$ cat config.mk
export PLATFORM = sky130hd
export DESIGN_NAME = multiword_addsub_sequencer_flat
export DESIGN_NICKNAME = d
export VERILOG_FILES = /design/src/rtl/multiword_addsub_sequencer_pkg.sv /design/src/rtl/multiword_addsub_sequencer_if.sv /design/src/rtl/carry_bypass_adder.sv /design/src/rtl/multiword_addsub_sequencer.sv /design/src/flat_wrapper.sv
export SDC_FILE = /design/constraint.sdc
export NUM_CORES = 1
export LEC_CHECK = 0
export CORE_AREA = 2 2 141 143
export DETAILED_ROUTE_END_ITERATION = 8
export DIE_AREA = 0 0 143 145
export PLACE_DENSITY = 0.78
export RECOVER_POWER = 25
export SYNTH_ARGS = -nofsm -noshare
export SYNTH_HDL_FRONTEND = slang
export SYNTH_SLANG_ARGS = --single-unit
$ cat constraint.sdc
create_clock -name clk -period 10.53 [get_ports clk]
set_input_delay 1.5795 -clock clk [delete_from_list [all_inputs] [get_ports clk]]
set_output_delay 1.5795 -clock clk [all_outputs]
set_load 0.05 [all_outputs]
$ cat src/rtl/multiword_addsub_sequencer_pkg.sv
// Shared types and constants for the chunk-serial add/subtract sequencer.
package multiword_addsub_sequencer_pkg;

    typedef enum logic [1:0] {
        StIdle,
        StRun,
        StDone
    } seq_state_e;

    localparam logic OP_ADD = 1'b0;
    localparam logic OP_SUB = 1'b1;

    // Chunk index width; a single-chunk configuration still gets a 1-bit index.
    function automatic int unsigned idx_width(input int unsigned n);
        return (n > 1) ? $clog2(n) : 1;
    endfunction

endpackage

$ cat src/rtl/multiword_addsub_sequencer_if.sv
// Request/result handshake bundle between operand source, sequencer and consumer.
interface multiword_addsub_sequencer_if #(
    parameter int unsigned OPERAND_WIDTH = 64
);
    logic                     in_valid;
    logic                     in_ready;
    logic [OPERAND_WIDTH-1:0] A;
    logic [OPERAND_WIDTH-1:0] B;
    logic                     op;
    logic                     Cin;
    logic                     out_valid;
    logic                     out_ready;
    logic [OPERAND_WIDTH-1:0] S;
    logic                     CF;
    logic                     OF;

    modport master (
        output in_valid, A, B, op, Cin, out_ready,
        input  in_ready, out_valid, S, CF, OF
    );

    modport slave (
        input  in_valid, A, B, op, Cin, out_ready,
        output in_ready, out_valid, S, CF, OF
    );
endinterface

$ cat src/rtl/carry_bypass_adder.sv
// Combinational adder whose carry skips any block where every bit propagates.
module carry_bypass_adder #(
    parameter int unsigned DATA_WIDTH = 16,
    parameter int unsigned BLOCK_SIZE = 4
) (
    input  logic [DATA_WIDTH-1:0] A,
    input  logic [DATA_WIDTH-1:0] B,
    input  logic                  Cin,
    output logic [DATA_WIDTH-1:0] S,
    output logic                  CF,
    output logic                  OF
);
    localparam int unsigned NumBlocks = DATA_WIDTH / BLOCK_SIZE;

    logic [DATA_WIDTH-1:0] p;
    logic [DATA_WIDTH-1:0] g;
    logic                  c;
    logic                  blk_cin;
    logic                  c_msb;

    assign p = A ^ B;
    assign g = A & B;

    always_comb begin
        S       = '0;
        c       = Cin;
        blk_cin = Cin;
        c_msb   = 1'b0;
        for (int blk = 0; blk < int'(NumBlocks); blk++) begin
            blk_cin = c;
            for (int i = 0; i < int'(BLOCK_SIZE); i++) begin
                if (blk * int'(BLOCK_SIZE) + i == int'(DATA_WIDTH) - 1) c_msb = c;
                S[blk*BLOCK_SIZE+i] = p[blk*BLOCK_SIZE+i] ^ c;
                c = g[blk*BLOCK_SIZE+i] | (p[blk*BLOCK_SIZE+i] & c);
            end
            if (&p[blk*BLOCK_SIZE +: BLOCK_SIZE]) c = blk_cin;
        end
        CF = c;
        OF = c_msb ^ c;
    end

endmodule

$ cat src/rtl/multiword_addsub_sequencer.sv
// Wide add/subtract computed least-significant chunk first through one shared narrow adder.
module multiword_addsub_sequencer
    import multiword_addsub_sequencer_pkg::*;
#(
    parameter int unsigned OPERAND_WIDTH = 64,
    parameter int unsigned CHUNK_WIDTH   = 16,
    parameter int unsigned BLOCK_SIZE    = 4
) (
    input logic                        clk,
    input logic                        rst_n,
    multiword_addsub_sequencer_if.slave bus
);
    localparam int unsigned N  = OPERAND_WIDTH / CHUNK_WIDTH;
    localparam int unsigned KW = idx_width(N);
    localparam logic [KW-1:0] LastChunk = KW'(N - 1);

    if ((OPERAND_WIDTH % CHUNK_WIDTH) != 0 || (CHUNK_WIDTH % BLOCK_SIZE) != 0 || N == 0) begin
        $error("OPERAND_WIDTH/CHUNK_WIDTH/BLOCK_SIZE divisibility violated");
    end

    seq_state_e                   state_q;
    logic [KW-1:0]                k_q;
    logic                         carry_q;
    logic [N-1:0][CHUNK_WIDTH-1:0] a_q;
    logic [N-1:0][CHUNK_WIDTH-1:0] b_q;
    logic [N-1:0][CHUNK_WIDTH-1:0] s_q;
    logic                         cf_q;
    logic                         of_q;
    logic                         in_ready_q;
    logic                         out_valid_q;

    logic [CHUNK_WIDTH-1:0] sum;
    logic                   add_cf;
    logic                   add_of;

    carry_bypass_adder #(
        .DATA_WIDTH(CHUNK_WIDTH),
        .BLOCK_SIZE(BLOCK_SIZE)
    ) u_adder (
        .A  (a_q[k_q]),
        .B  (b_q[k_q]),
        .Cin(carry_q),
        .S  (sum),
        .CF (add_cf),
        .OF (add_of)
    );

    always_ff @(posedge clk) begin
        if (!rst_n) begin
            state_q     <= StIdle;
            k_q         <= '0;
            carry_q     <= 1'b0;
            a_q         <= '0;
            b_q         <= '0;
            s_q         <= '0;
            cf_q        <= 1'b0;
            of_q        <= 1'b0;
            in_ready_q  <= 1'b1;
            out_valid_q <= 1'b0;
        end else begin
            unique case (state_q)
                StIdle: begin
                    if (bus.in_valid) begin
                        a_q        <= bus.A;
                        // Subtract is A + ~B + 1, so the +1 rides in on the carry.
                        b_q        <= (bus.op == OP_SUB) ? ~bus.B : bus.B;
                        carry_q    <= (bus.op == OP_SUB) ? 1'b1 : bus.Cin;
                        k_q        <= '0;
                        in_ready_q <= 1'b0;
                        state_q    <= StRun;
                    end
                end
                StRun: begin
                    s_q[k_q] <= sum;
                    carry_q  <= add_cf;
                    if (k_q == LastChunk) begin
                        cf_q        <= add_cf;
                        of_q        <= add_of;
                        out_valid_q <= 1'b1;
                        state_q     <= StDone;
                    end else begin
                        k_q <= k_q + 1'b1;
                    end
                end
                StDone: begin
                    if (bus.out_ready) begin
                        out_valid_q <= 1'b0;
                        in_ready_q  <= 1'b1;
                        state_q     <= StIdle;
                    end
                end
                default: state_q <= StIdle;
            endcase
        end
    end

    assign bus.in_ready  = in_ready_q;
    assign bus.out_valid = out_valid_q;
    assign bus.S         = s_q;
    assign bus.CF        = cf_q;
    assign bus.OF        = of_q;

endmodule

$ cat src/flat_wrapper.sv
// flat-port wrapper written by rule: the top's interface ports become plain ports
module multiword_addsub_sequencer_flat import multiword_addsub_sequencer_pkg::*;
#(
    parameter int unsigned OPERAND_WIDTH = 64,
    parameter int unsigned CHUNK_WIDTH   = 16,
    parameter int unsigned BLOCK_SIZE    = 4
)
  (clk, rst_n, bus_in_valid, bus_A, bus_B, bus_op, bus_Cin, bus_out_ready, bus_in_ready, bus_out_valid, bus_S, bus_CF, bus_OF);
  multiword_addsub_sequencer_if #(.OPERAND_WIDTH(OPERAND_WIDTH)) bus_i ();
  input logic clk;
  input logic rst_n;
  input wire logic [$bits(bus_i.in_valid)-1:0] bus_in_valid;
  input wire logic [$bits(bus_i.A)-1:0] bus_A;
  input wire logic [$bits(bus_i.B)-1:0] bus_B;
  input wire logic [$bits(bus_i.op)-1:0] bus_op;
  input wire logic [$bits(bus_i.Cin)-1:0] bus_Cin;
  input wire logic [$bits(bus_i.out_ready)-1:0] bus_out_ready;
  output wire logic [$bits(bus_i.in_ready)-1:0] bus_in_ready;
  output wire logic [$bits(bus_i.out_valid)-1:0] bus_out_valid;
  output wire logic [$bits(bus_i.S)-1:0] bus_S;
  output wire logic [$bits(bus_i.CF)-1:0] bus_CF;
  output wire logic [$bits(bus_i.OF)-1:0] bus_OF;
  assign bus_i.in_valid = bus_in_valid;
  assign bus_i.A = bus_A;
  assign bus_i.B = bus_B;
  assign bus_i.op = bus_op;
  assign bus_i.Cin = bus_Cin;
  assign bus_i.out_ready = bus_out_ready;
  assign bus_in_ready = bus_i.in_ready;
  assign bus_out_valid = bus_i.out_valid;
  assign bus_S = bus_i.S;
  assign bus_CF = bus_i.CF;
  assign bus_OF = bus_i.OF;
  multiword_addsub_sequencer #(.OPERAND_WIDTH(OPERAND_WIDTH), .CHUNK_WIDTH(CHUNK_WIDTH), .BLOCK_SIZE(BLOCK_SIZE)) u_core (.clk(clk), .rst_n(rst_n), .bus(bus_i));
endmodule
==> parameters.txt, run 1 <==
Parameter                              Value

Run status
  Result of the run ... finished, violations left
  Failing checks ... capacitance limit, slew limit

Timing
  Final setup violation count ... 0
  Max Slew Vio Count ... 206
  Worst Skew ... 0.00770 ns
  Slew at the pin closest to its max-slew limit ... 3.78 ns
  Number of hold-slack violations in the final timing report ... 0
  Setup repair after global routing missed its margin ... no
  Final cycle utilization of the critical path ... 0.846
  Tightest slew margin relative to the limit ... -1.52
  Highest achievable clock rate ... 112 MHz
  Accumulated negative setup slack ... 0 ns
  Clock period minus final worst setup slack ... between 8 and 9 ns

Cells and area
  Core occupancy in the finished layout ... 0.629
  Fin nets ... 1,303
  Leading cell types in the layout, fill and taps excluded ... nand2_1, dfxtp_1, clkdlybuf4s50_1
  Fin area ... 0.0121 mm²
  Layout cells sized above 1 ... 0.0646
  # diodes ... 0
  Register area ... 0.00403 mm²
  Filler Cell Count ... 1,597
  Count of non-filler cells in the finished layout ... 1,410
  Most common cell after layout, fill and taps aside ... nand2_1
  Area delta synth->final ... 28.1%
  Area used by multi-input combinational logic ... 0.00497 mm²

Worst setup path
  Master of the slowest instance on the critical path ... dfxtp_1
  Nature of the critical path endpoint ... flop
  Worst Setup Path Type ... reg2reg
  Worst EP required ... 10.95 ns
  Maximum cell stage delay along the critical path ... about 0.8 ns
  Cell mode on critical path ... fa_1
  Worst Path Arrival ... 9.34 ns
  Startpoint type of the worst setup path ... flop
  Combined buffer and inverter count along the critical path ... 4
  Cell class contributing the biggest share of worst-path delay ... adder cells
  Maximum fanout encountered on the critical timing path ... 14

Detailed routing
  Final routed wirelength across all metal layers ... roughly 24,000 µm
  Via/cell ratio ... 5.22
  Vias ... 7,363
  First drt pass iteration count ... 5
  Post-DR wirelength/cell ... 16.9 µm
  Residual antenna-violating net count after detailed routing ... 0
  Number of DRC violations after detailed-routing iteration 0 ... 590
  Drt drc ... 0

Floorplanning
  Die Outline Area ... 0.0207 mm²
  Starting utilization of the core area ... 0.491
  IO Count ... 202
  Die Width ... 143 µm
  Total core area ... 0.0192 mm²
  Floorplan die height ... about 150 µm
  Num rows ... just over 50

Yosys
  Most instantiated flip-flop cell in the synthesis netlist ... dfxtp_1
  Count of flip-flops with a built-in enable after synthesis ... 0
  Top cell type's share of synthesized area ... 0.426
  Average cell area after synthesis ... 9.61 µm²
  Total of flip-flops plus latches after synthesis ... between 200 and 250
  Synthesized area ... 0.00944 mm²
  Synthesized netlist net count ... 1,152
  Area contributors post-synth ... dfxtp_1, nand2_1, o211a_1, mux4_2, xnor2_1
  Cell type with the highest aggregate area in the netlist ... dfxtp_1
  Gate count of the mapped netlist ... 982
  Fraction of registers with async set/reset ... 0
  Sequential fraction of the synthesis area ... 0.426
  Total of warnings raised by yosys ... 0
  Library cells used by synthesis ... 36

CTS
  TritonCTS clock tree ... done
  Clock root cell ... clkbuf_16
  CTS Buf Count ... 20
  Clock sink count ... 201
  Count of hold-fix buffers inserted at cts ... 0
  Post-CTS resize count ... 0
  Post-CTS Setup Repair Bufs ... 0
  Longest Clk Path Bufs ... 3
  CTS H-tree lvls ... 1
  Clk pin slew, worst setup/hold paths ... 0.06 ns
  Clock latency at the later pin of the worst-skew pair ... between 0.4 and 0.5 ns

Global routing
  Wire length of the first global-routing pass ... 37,200 µm
  Number of global-route vias before repair ... 6,984
  Tot GR Track Use ... 0.225
  Leftover overflow at the end of global routing ... 0
  Maximum number of pins on one net before global-route repair ... 120
  Antenna violations before repair ... 0

Worst hold path
  Tightest Hold Check Type ... reg2reg

Flow run
  Max-capacitance violation count ... 2

Placed design
  Area after DPL ... 0.0114 mm²
  Detailed-placement wirelength estimate ... between 15,000 and 20,000 µm
  IO buf count ... approximately 200
  Final weighted congestion in routability-driven placement ... about 0.8
  Dpl cells ... 1,376

Power
  Worst vdd ir ... between 0.0001 and 0.00015 V
  Power per unit of standard cell area ... approximately 160 mW/mm²
  Static leakage ... 5.02 nW
[logic make-up after synthesis]
logic type,Yosys count,synth area share
compound gates,212,0.184
fa+ha+maj,36,0.0605
simple gates,347,0.144
mux,33,0.0776
xor+xnor,65,0.0603
buf+inv,88,0.0469
flops,201,0.426
[worst paths after layout]
check                                 from                            end  slack (ns)  cells after the start
max reg2reg     u_core.k_q[0]$_SDFFE_PN0P_  u_core.bus.S[47]$_SDFFE_PN0P_        1.62                     27
max             u_core.k_q[0]$_SDFFE_PN0P_  u_core.bus.S[47]$_SDFFE_PN0P_        1.62                     27
min reg2reg  u_core.bus.S[41]$_SDFFE_PN0P_  u_core.bus.S[41]$_SDFFE_PN0P_        0.45                      2
min          u_core.bus.S[41]$_SDFFE_PN0P_  u_core.bus.S[41]$_SDFFE_PN0P_        0.45                      2
[worst reg2reg max path: stages (launching register included)]
cell and delay [ns]:
dfxtp_1 0.80, mux4_2 0.63, inv_1 0.10, fa_1 0.16, inv_1 0.05, fa_1 0.37, fa_1 0.40, fa_1 0.38
mux2_2 0.31, fa_1 0.46, fa_1 0.40, fa_1 0.39, fa_1 0.39, inv_1 0.08, a21oi_1 0.09, fa_1 0.45
fa_1 0.40, fa_1 0.41, fa_1 0.39, nand2_1 0.07, nand2_1 0.09, fa_1 0.45, fa_1 0.39, fa_1 0.41
inv_1 0.08, fa_1 0.47, nand2_1 0.10, o211a_1 0.15
[metrics by stage]
step | setup slack (ns) | hold slack [ns] | total power, mW
2_1_floorplan | 2.27 | 0.432 | 1.06
3_3_place_gp | 2.08 | 0.440 | 1.18
3_5_place_dp | 1.89 | 0.445 | 1.19
4_1_cts | 1.84 | 0.453 | 1.92
5_1_grt | 1.12 | 0.464 | 1.98
6_report | 1.62 | 0.451 | 1.91
[report_power, final]
part,internal [mW],total [mW],switching (mW)
logic,0.159,0.337,0.178
registers,0.807,0.835,0.0285
clock network,0.447,0.734,0.287
total,1.41,1.91,0.493
[per-layer routing]
metal	global-route usage	up-vias	wire length, µm
li1	-	3598	-
met1	0.303	3480	10200
met2	0.364	234	11300
met3	0.0360	51	1350
met4	0.0847	0	936
met5	0	-	0
[final cells by class]
class                   count  share of cell area
flip-flops and latches    201               0.333
clock inverters             4             0.00580
clock buffers              30              0.0504
inverters                  11             0.00342
multi-input cells         693               0.411
well taps                 265              0.0274
repair buffers            206               0.169
[flip-flops by register name, indices dropped and copies added (netlist names), 2 cells and up]
name	cells
u_core.a_q	64
u_core.b_q	64
u_core.bus.S	64
u_core.k_q	2
u_core.state_q	2
[synth_stat cells, types with 7 or more instances]
cell / number
a21boi_0: 50
nand2_1: 321
mux4_2: 32
xnor2_1: 65
dfxtp_1: 201
buf_2: 39
buf_4: 11
a21boi_1: 72
inv_1: 10
clkbuf_1: 23
o211a_1: 72
ha_1: 20
a21oi_1: 7
fa_1: 16
No activity file was read; power rests on OpenSTA's default activity.
==> run 2, diff against run 1 <==
CORE_AREA = 2 2 147 149   (was 2 2 141 143)
DIE_AREA = 0 0 149 151   (was 0 0 143 145)
PLACE_DENSITY = 0.75   (was 0.78)
clock period = 7.3 ns   (was 10.53 ns; I/O delays follow)
==> run 2 against run 1 <==
The run ends with capacitance limit, slew limit, setup timing left. Cell count rose by 1.6%. Via count rose by 0.64%. Critical path type unchanged. Sequential power rose by 44%. First-iteration DRC count fell by 9.8%. Critical endpoint is now u_core.bus.S[15]$_SDFFE_PN0P_. Wire length rose by 0.39%. Maximum frequency rose by 18%. Clock skew rose by 0.0091 ns. Design area rose by 1.0%. Non-clock buffer count rose by 10. Sequential share of layout area fell by 0.30 points. Flip-flop and latch count did not move. Largest cell class unchanged. Global-route usage fell by 1.6 points.
==> parameters.txt, run 2 (synthesized netlist as in run 1, its figures left out) <==
Parameter                              Value

Cells and area
  Area delta synth->final ... 29.4%
  Layout cells sized above 1 ... 0.0942 (+0.0296)
  Most common cell after layout, fill and taps aside ... nand2_1
  Fin nets ... 1,314 (+0.84%)
  Leading cell types in the layout, fill and taps excluded ... nand2_1, dfxtp_1, clkdlybuf4s50_1
  Filler Cell Count ... 1,831 (+15%)
  Register area ... 0.00403 mm² (about the same)
  Core occupancy in the finished layout ... 0.586 (-0.0429)
  Count of non-filler cells in the finished layout ... 1,432 (+1.6%)
  # diodes ... 0 (unchanged)
  Area used by multi-input combinational logic ... 0.00502 mm² (+0.96%)

Floorplanning
  Die Outline Area ... 0.0225 mm² (+8.5%)
  Total core area ... 0.0208 mm² (+8.4%)
  Floorplan die height ... 151 µm (+4.1%)
  Starting utilization of the core area ... 0.453 (-0.0381)
  IO Count ... 202 (unchanged)
  Die Width ... 149 µm (+4.2%)
  Num rows ... 53 (+3.9%)

Timing
  Number of hold-slack violations in the final timing report ... 0 (unchanged)
  Tightest slew margin relative to the limit ... -2.02 (-0.498)
  Clock period minus final worst setup slack ... 7.52 ns (-1.39 ns)
  Worst Skew ... 0.0168 ns (+0.00907 ns)
  Slew at the pin closest to its max-slew limit ... 4.53 ns (+0.748 ns)
  Final setup violation count ... 7 (+7)
  Setup repair after global routing missed its margin ... yes
  Setup slack of the critical path after layout ... -0.221 ns (-1.84 ns)
  Max Slew Vio Count ... 312 (+51%)
  Highest achievable clock rate ... 133 MHz (+18%)
  Final cycle utilization of the critical path ... 1.03 (+0.184)

Worst setup path
  Cell mode on critical path ... fa_2
  Worst Path Arrival ... 7.94 ns (-1.40 ns)
  Master of the slowest instance on the critical path ... mux4_2
  Cell class contributing the biggest share of worst-path delay ... adder cells
  Worst EP required ... 7.72 ns (-3.23 ns)
  Combined buffer and inverter count along the critical path ... 4 (unchanged)
  Startpoint type of the worst setup path ... flop
  Nature of the critical path endpoint ... flop
  Worst Setup Path Type ... reg2reg
  Maximum cell stage delay along the critical path ... 0.52 ns (-0.28 ns)
  Maximum fanout encountered on the critical timing path ... 4 (-10)

Global routing
  Maximum number of pins on one net before global-route repair ... 194 (+62%)
  Antenna violations before repair ... 0 (unchanged)
  Number of global-route vias before repair ... 6,965 (-0.27%)
  Tot GR Track Use ... 0.209 (-0.0165)
  Leftover overflow at the end of global routing ... 0 (unchanged)
  Wire length of the first global-routing pass ... 36,900 µm (-0.93%)

Detailed routing
  Number of DRC violations after detailed-routing iteration 0 ... 532 (-9.8%)
  Via/cell ratio ... 5.17 (-0.91%)
  Met2 routed wirelength ... 11,100 µm (-1.0%)
  Residual antenna-violating net count after detailed routing ... 0 (unchanged)
  Final routed wirelength across all metal layers ... 23,900 µm (+0.39%)
  Total met3 wirelength after detailed routing ... 1540 µm (+14%)
  Post-DR wirelength/cell ... 16.7 µm (-1.2%)
  Met1 Wirelength ... 10,600 µm (+3.3%)
  Vias ... 7,410 (+0.64%)
  Drt drc ... 0 (unchanged)
  First drt pass iteration count ... 5 (unchanged)
  Max Used Layer ... met4

CTS
  TritonCTS clock tree ... done
  CTS H-tree lvls ... 1 (unchanged)
  Clock latency at the later pin of the worst-skew pair ... 0.49 ns (about the same)
  Clk pin slew, worst setup/hold paths ... 0.06 ns (about the same)
  Count of hold-fix buffers inserted at cts ... 0 (unchanged)
  Clock root cell ... clkbuf_16
  Longest Clk Path Bufs ... 3 (unchanged)
  Clock sink count ... 201 (unchanged)
  CTS Buf Count ... 21 (+5.0%)

Run status
  Result of the run ... finished, violations left
  Failing checks ... capacitance limit, slew limit, setup timing

Placed design
  Final weighted congestion in routability-driven placement ... 0.805 (+0.32%)
  Dpl cells ... 1,395 (+1.4%)
  IO buf count ... 201 (unchanged)
  Detailed-placement wirelength estimate ... 17,100 µm (+0.13%)

Flow run
  Max-capacitance violation count ... 2 (unchanged)

Power
  Worst vdd ir ... 0.000103 V (-8.2%)
  Power per unit of standard cell area ... 225 mW/mm² (+43%)
  Total power ... 2.75 mW (+44%)
  Static leakage ... 5.07 nW (+1.1%)

Worst hold path
  Tightest Hold Check Type ... reg2reg
-- run 2: cell types whose count changed in the layout (fill, tap and decap cells not counted), sizes merged --
cell           previous run  this run
clkdlybuf4s50           199       198
clkbuf                   32        33
buf                       5        14
dlygate4sd3               0         1
clkinv                    2         5
bufinv                    2         1
-- run 2: power by group --
group	internal (mW)	leakage, nW	switching (mW)
sequential	1.16	1.65	0.0379
clock	0.613	0.333	0.421
combinational	0.249	3.09	0.265
total	2.03	5.07	0.724
-- run 2: per-layer routing --
metal,vias to the layer above,track usage
met3,38,0.0322
met2,252,0.344
li1,3629,-
met5,-,0
met4,0,0.0600
met1,3491,0.286
-- run 2: final cells by class --
type                    count  share of cell area
multi-input cells         693               0.411
inverters                  11             0.00338
flip-flops and latches    201               0.330
repair buffers            216               0.173
clock inverters             6             0.00451
clock buffers              30              0.0499
well taps                 275              0.0282
-- run 2: path summary, 6_finish.rpt --
check                                              startpoint                            end  slack [ns]  cells past startpoint
worst max register to register     u_core.k_q[0]$_SDFFE_PN0P_  u_core.bus.S[15]$_SDFFE_PN0P_       -0.22                     27
worst min-delay path            u_core.bus.S[12]$_SDFFE_PN0P_  u_core.bus.S[12]$_SDFFE_PN0P_        0.45                      2
worst max-delay path               u_core.k_q[0]$_SDFFE_PN0P_  u_core.bus.S[15]$_SDFFE_PN0P_       -0.22                     27
worst min register to register  u_core.bus.S[12]$_SDFFE_PN0P_  u_core.bus.S[12]$_SDFFE_PN0P_        0.45                      2
-- run 2: repair_timing --
item                                    in CTS  in global routing
pin swaps                                    1                  0
endpoints found under the setup margin       7                 11
buffers inserted                             1                  0
resized for setup                            6                  1
-- run 2: stage by stage --
stage	hold WS, ns	setup WS (ns)	setup TNS [ns]	cell area, µm²
finish	0.451	-0.221	-1.28	12200
global route	0.465	-0.494	-3.25	12200
CTS	0.454	-0.231	-1.23	12200
detailed placement	0.446	-0.269	-1.55	11500
global placement	0.441	-0.164	-0.788	11500
floorplan	0.432	-0.0741	-0.324	9490
-- run 2: worst reg2reg max path, delay by kind of cell, from the launching register on --
family          cells  cell delay [ns]
compound gates      2             0.21
fa+ha+maj          16             5.59
simple gates        3             0.24
mux                 2             0.80
flops               1             0.38
buf+inv             4             0.26
==> run 3, diff against run 2 <==
CORE_AREA = 2 2 141 143   (was 2 2 147 149)
CTS_CLUSTER_DIAMETER = 100   (was unset)
DIE_AREA = 0 0 143 145   (was 0 0 149 151)
HOLD_SLACK_MARGIN = 0.15   (was unset)
PLACE_DENSITY = 0.78   (was 0.75)
clock period = 9.7 ns   (was 7.3 ns; I/O delays follow)
==> run 3 against run 2 <==
The flow finishes with violations (capacitance limit, slew limit). Flip-flop and latch count is the same. First-iteration DRC count up 1.5%. Total power shrank 24%. Cell count shrank 1.2%. Critical path depth increased by 2. Wire length rose by 0.16%. Design area is 0.82% lower. Non-clock buffer count down 9.
==> parameters.txt, run 3 (synthesized netlist as in run 1, its figures left out) <==
Parameter                              Value

Worst hold path
  Hold Path Depth ... 2 (unchanged)
  Tightest Hold Check Type ... reg2reg

Timing
  Tightest slew margin relative to the limit ... -1.67 (+0.344)
  Worst Skew ... 0.0244 ns (+0.00768 ns)
  Setup slack of the critical path after layout ... 0.885 ns (+1.11 ns)
  Final cycle utilization of the critical path ... 0.909 (-0.122)
  Final setup violation count ... 0 (-7)
  Slew at the pin closest to its max-slew limit ... 4.01 ns (-0.516 ns)
  Accumulated negative setup slack ... 0 ns (+1.28 ns)
  Setup repair after global routing missed its margin ... no
  Max Slew Vio Count ... 310 (-0.64%)
  Highest achievable clock rate ... 113 MHz (-15%)
  Number of hold-slack violations in the final timing report ... 0 (unchanged)
  Clock period minus final worst setup slack ... 8.81 ns (+1.29 ns)

Detailed routing
  Vias ... 7,405 (-0.067%)
  Final routed wirelength across all metal layers ... 23,900 µm (+0.16%)
  First drt pass iteration count ... 5 (unchanged)
  Number of DRC violations after detailed-routing iteration 0 ... 540 (+1.5%)
  Via/cell ratio ... 5.23 (+1.1%)
  Drt drc ... 0 (unchanged)
  Residual antenna-violating net count after detailed routing ... 0 (unchanged)
  Post-DR wirelength/cell ... 16.9 µm (+1.4%)

CTS
  Post-CTS Setup Repair Bufs ... 0 (-1)
  Count of hold-fix buffers inserted at cts ... 0 (unchanged)
  Post-CTS resize count ... 0 (-6)
  CTS H-tree lvls ... 1 (unchanged)
  CTS Buf Count ... 21 (unchanged)
  TritonCTS clock tree ... done
  Clock root cell ... clkbuf_16
  Longest Clk Path Bufs ... 3 (unchanged)
  Clock latency at the later pin of the worst-skew pair ... 0.51 ns (+0.02 ns)
  Clock sink count ... 201 (unchanged)
  Clk pin slew, worst setup/hold paths ... 0.06 ns (about the same)

Worst setup path
  Nature of the critical path endpoint ... flop
  Worst EP required ... 10.02 ns (+2.30 ns)
  Worst Path Arrival ... 9.13 ns (+1.19 ns)
  Combined buffer and inverter count along the critical path ... 4 (unchanged)
  Startpoint type of the worst setup path ... flop
  Startpoint of the most critical register-to-register path ... u_core.k_q[1]$_SDFFE_PN0P_
  Register-to-register path setup slack ... 0.89 ns (+1.11 ns)
  Master of the slowest instance on the critical path ... dfxtp_1
  Cell class contributing the biggest share of worst-path delay ... adder cells
  Capture point of the worst path ... u_core.bus.OF$_SDFFE_PN0P_
  Logic depth of the worst path, buffers included ... 29 (+7.4%)
  Maximum fanout encountered on the critical timing path ... 16 (+12)
  Depth of the most critical reg-to-reg path ... 29 (+7.4%)
  Maximum cell stage delay along the critical path ... 0.81 ns (+0.29 ns)
  Startpoint of the worst setup timing path ... u_core.k_q[1]$_SDFFE_PN0P_
  Cell mode on critical path ... fa_1
  Worst Setup Path Type ... reg2reg
  Endpoint of the worst register-to-register path ... u_core.bus.OF$_SDFFE_PN0P_

Global routing
  Busiest layer in global routing ... met2
  Antenna violations before repair ... 0 (unchanged)
  Met1 Resource Use GR ... 0.306 (+0.0199)
  Met3 routing resource usage after global routing ... 0.0304 (-0.00187)
  Leftover overflow at the end of global routing ... 0 (unchanged)
  Maximum number of pins on one net before global-route repair ... 117 (-40%)
  GR met2 Demand/Resource ... 0.380 (+0.0357)
  Wire length of the first global-routing pass ... 36,900 µm (about the same)
  Tot GR Track Use ... 0.225 (+0.0162)
  Number of global-route vias before repair ... 6,883 (-1.2%)

Placed design
  IO buf count ... 201 (unchanged)
  Area after DPL ... 0.0114 mm² (-1.1%)
  Detailed-placement wirelength estimate ... 17,100 µm (+0.36%)
  Final weighted congestion in routability-driven placement ... 0.819 (+1.7%)
  Worst slack, placed ... 1.15 ns (+1.41 ns)

Cells and area
  Filler Cell Count ... 1,611 (-12%)
  Fin area ... 0.0121 mm² (-0.82%)
  Most common cell after layout, fill and taps aside ... nand2_1
  Fin nets ... 1,305 (-0.68%)
  # diodes ... 0 (unchanged)
  Area delta synth->final ... 28.4%
  Layout cells sized above 1 ... 0.0670 (-0.0273)
  Leading cell types in the layout, fill and taps excluded ... nand2_1, dfxtp_1, clkdlybuf4s50_1

Floorplanning
  Total core area ... 0.0192 mm² (-7.8%)
  Num rows ... 51 (-3.8%)
  IO Count ... 202 (unchanged)
  Starting utilization of the core area ... 0.491 (+0.0381)
  Floorplan die height ... 145 µm (-4.0%)
  Die Outline Area ... 0.0207 mm² (-7.8%)
  Die Width ... 143 µm (-4.0%)

Run status
  Result of the run ... finished, violations left
  Failing checks ... capacitance limit, slew limit

Flow run
  Max-capacitance violation count ... 3 (+1)

Power
  Power per unit of standard cell area ... 172 mW/mm² (-24%)
  Static leakage ... 5.04 nW (-0.75%)
  Worst vdd ir ... 0.0000941 V (-8.3%)
## run 3: cell types whose count changed in the layout (fill, tap and decap cells not counted), moves of 4 or more
| cell | before | now |
|---|---|---|
| inv_1 | 6 | 10 |
| a21boi_0 | 51 | 83 |
| buf_4 | 14 | 5 |
| a21boi_1 | 71 | 39 |
| fa_2 | 15 | 0 |
| fa_1 | 1 | 16 |
| inv_2 | 5 | 1 |
## run 3: metal layers
layer / vias to the layer above / share of wire
met3: 39 / 0.056
met5: - / 0
li1: 3606 / -
met2: 249 / 0.48
met4: 0 / 0.021
met1: 3511 / 0.44
## run 3: metrics by stage
step | std cells | power [mW] | hold slack, ns | utilization
2_1_floorplan | 982 | 1.15 | 0.432 | -
3_3_place_gp | 1377 | 1.28 | 0.439 | 0.595
4_1_cts | 1415 | 2.09 | 0.454 | 0.631
6_report | 1415 | 2.09 | 0.452 | 0.631
3_5_place_dp | 1377 | 1.29 | 0.445 | 0.595
5_1_grt | 1415 | 2.16 | 0.467 | 0.631
## run 3: report_power, final
group	total, mW	switching (mW)	internal (mW)	leakage, nW
Combinational	0.372	0.196	0.176	3.04
Clock	0.809	0.324	0.485	0.345
Sequential	0.905	0.0291	0.876	1.65
## run 3: area by class of cell
type / instances / area [µm²] / area share
flip-flops and latches: 201 / 4030 / 0.332
well taps: 265 / 332 / 0.0274
multi-input cells: 693 / 4970 / 0.410
repair buffers: 207 / 2040 / 0.169
inverters: 11 / 41.3 / 0.00341
clock buffers: 29 / 596 / 0.0492
clock inverters: 9 / 105 / 0.00868
## run 3: tightest hold or removal path: cells and delay by family (launching register included)
kind / cells / cell delay [ns]
flops: 1 / 0.31
simple gates: 1 / 0.05
compound gates: 1 / 0.05
## run 3: worst min-delay path by stage
stage | startpoint | to | slack, ns
after global placement | u_core.a_q[8]$_SDFFE_PN0P_ | u_core.a_q[8]$_SDFFE_PN0P_ | 0.44
after CTS | u_core.a_q[13]$_SDFFE_PN0P_ | u_core.a_q[13]$_SDFFE_PN0P_ | 0.45
after global routing | u_core.bus.S[42]$_SDFFE_PN0P_ | u_core.bus.S[42]$_SDFFE_PN0P_ | 0.47
final | u_core.a_q[13]$_SDFFE_PN0P_ | u_core.a_q[13]$_SDFFE_PN0P_ | 0.45
after detailed placement | u_core.bus.S[10]$_SDFFE_PN0P_ | u_core.bus.S[10]$_SDFFE_PN0P_ | 0.45
after floorplan | u_core.a_q[32]$_SDFFE_PN0P_ | u_core.a_q[32]$_SDFFE_PN0P_ | 0.43
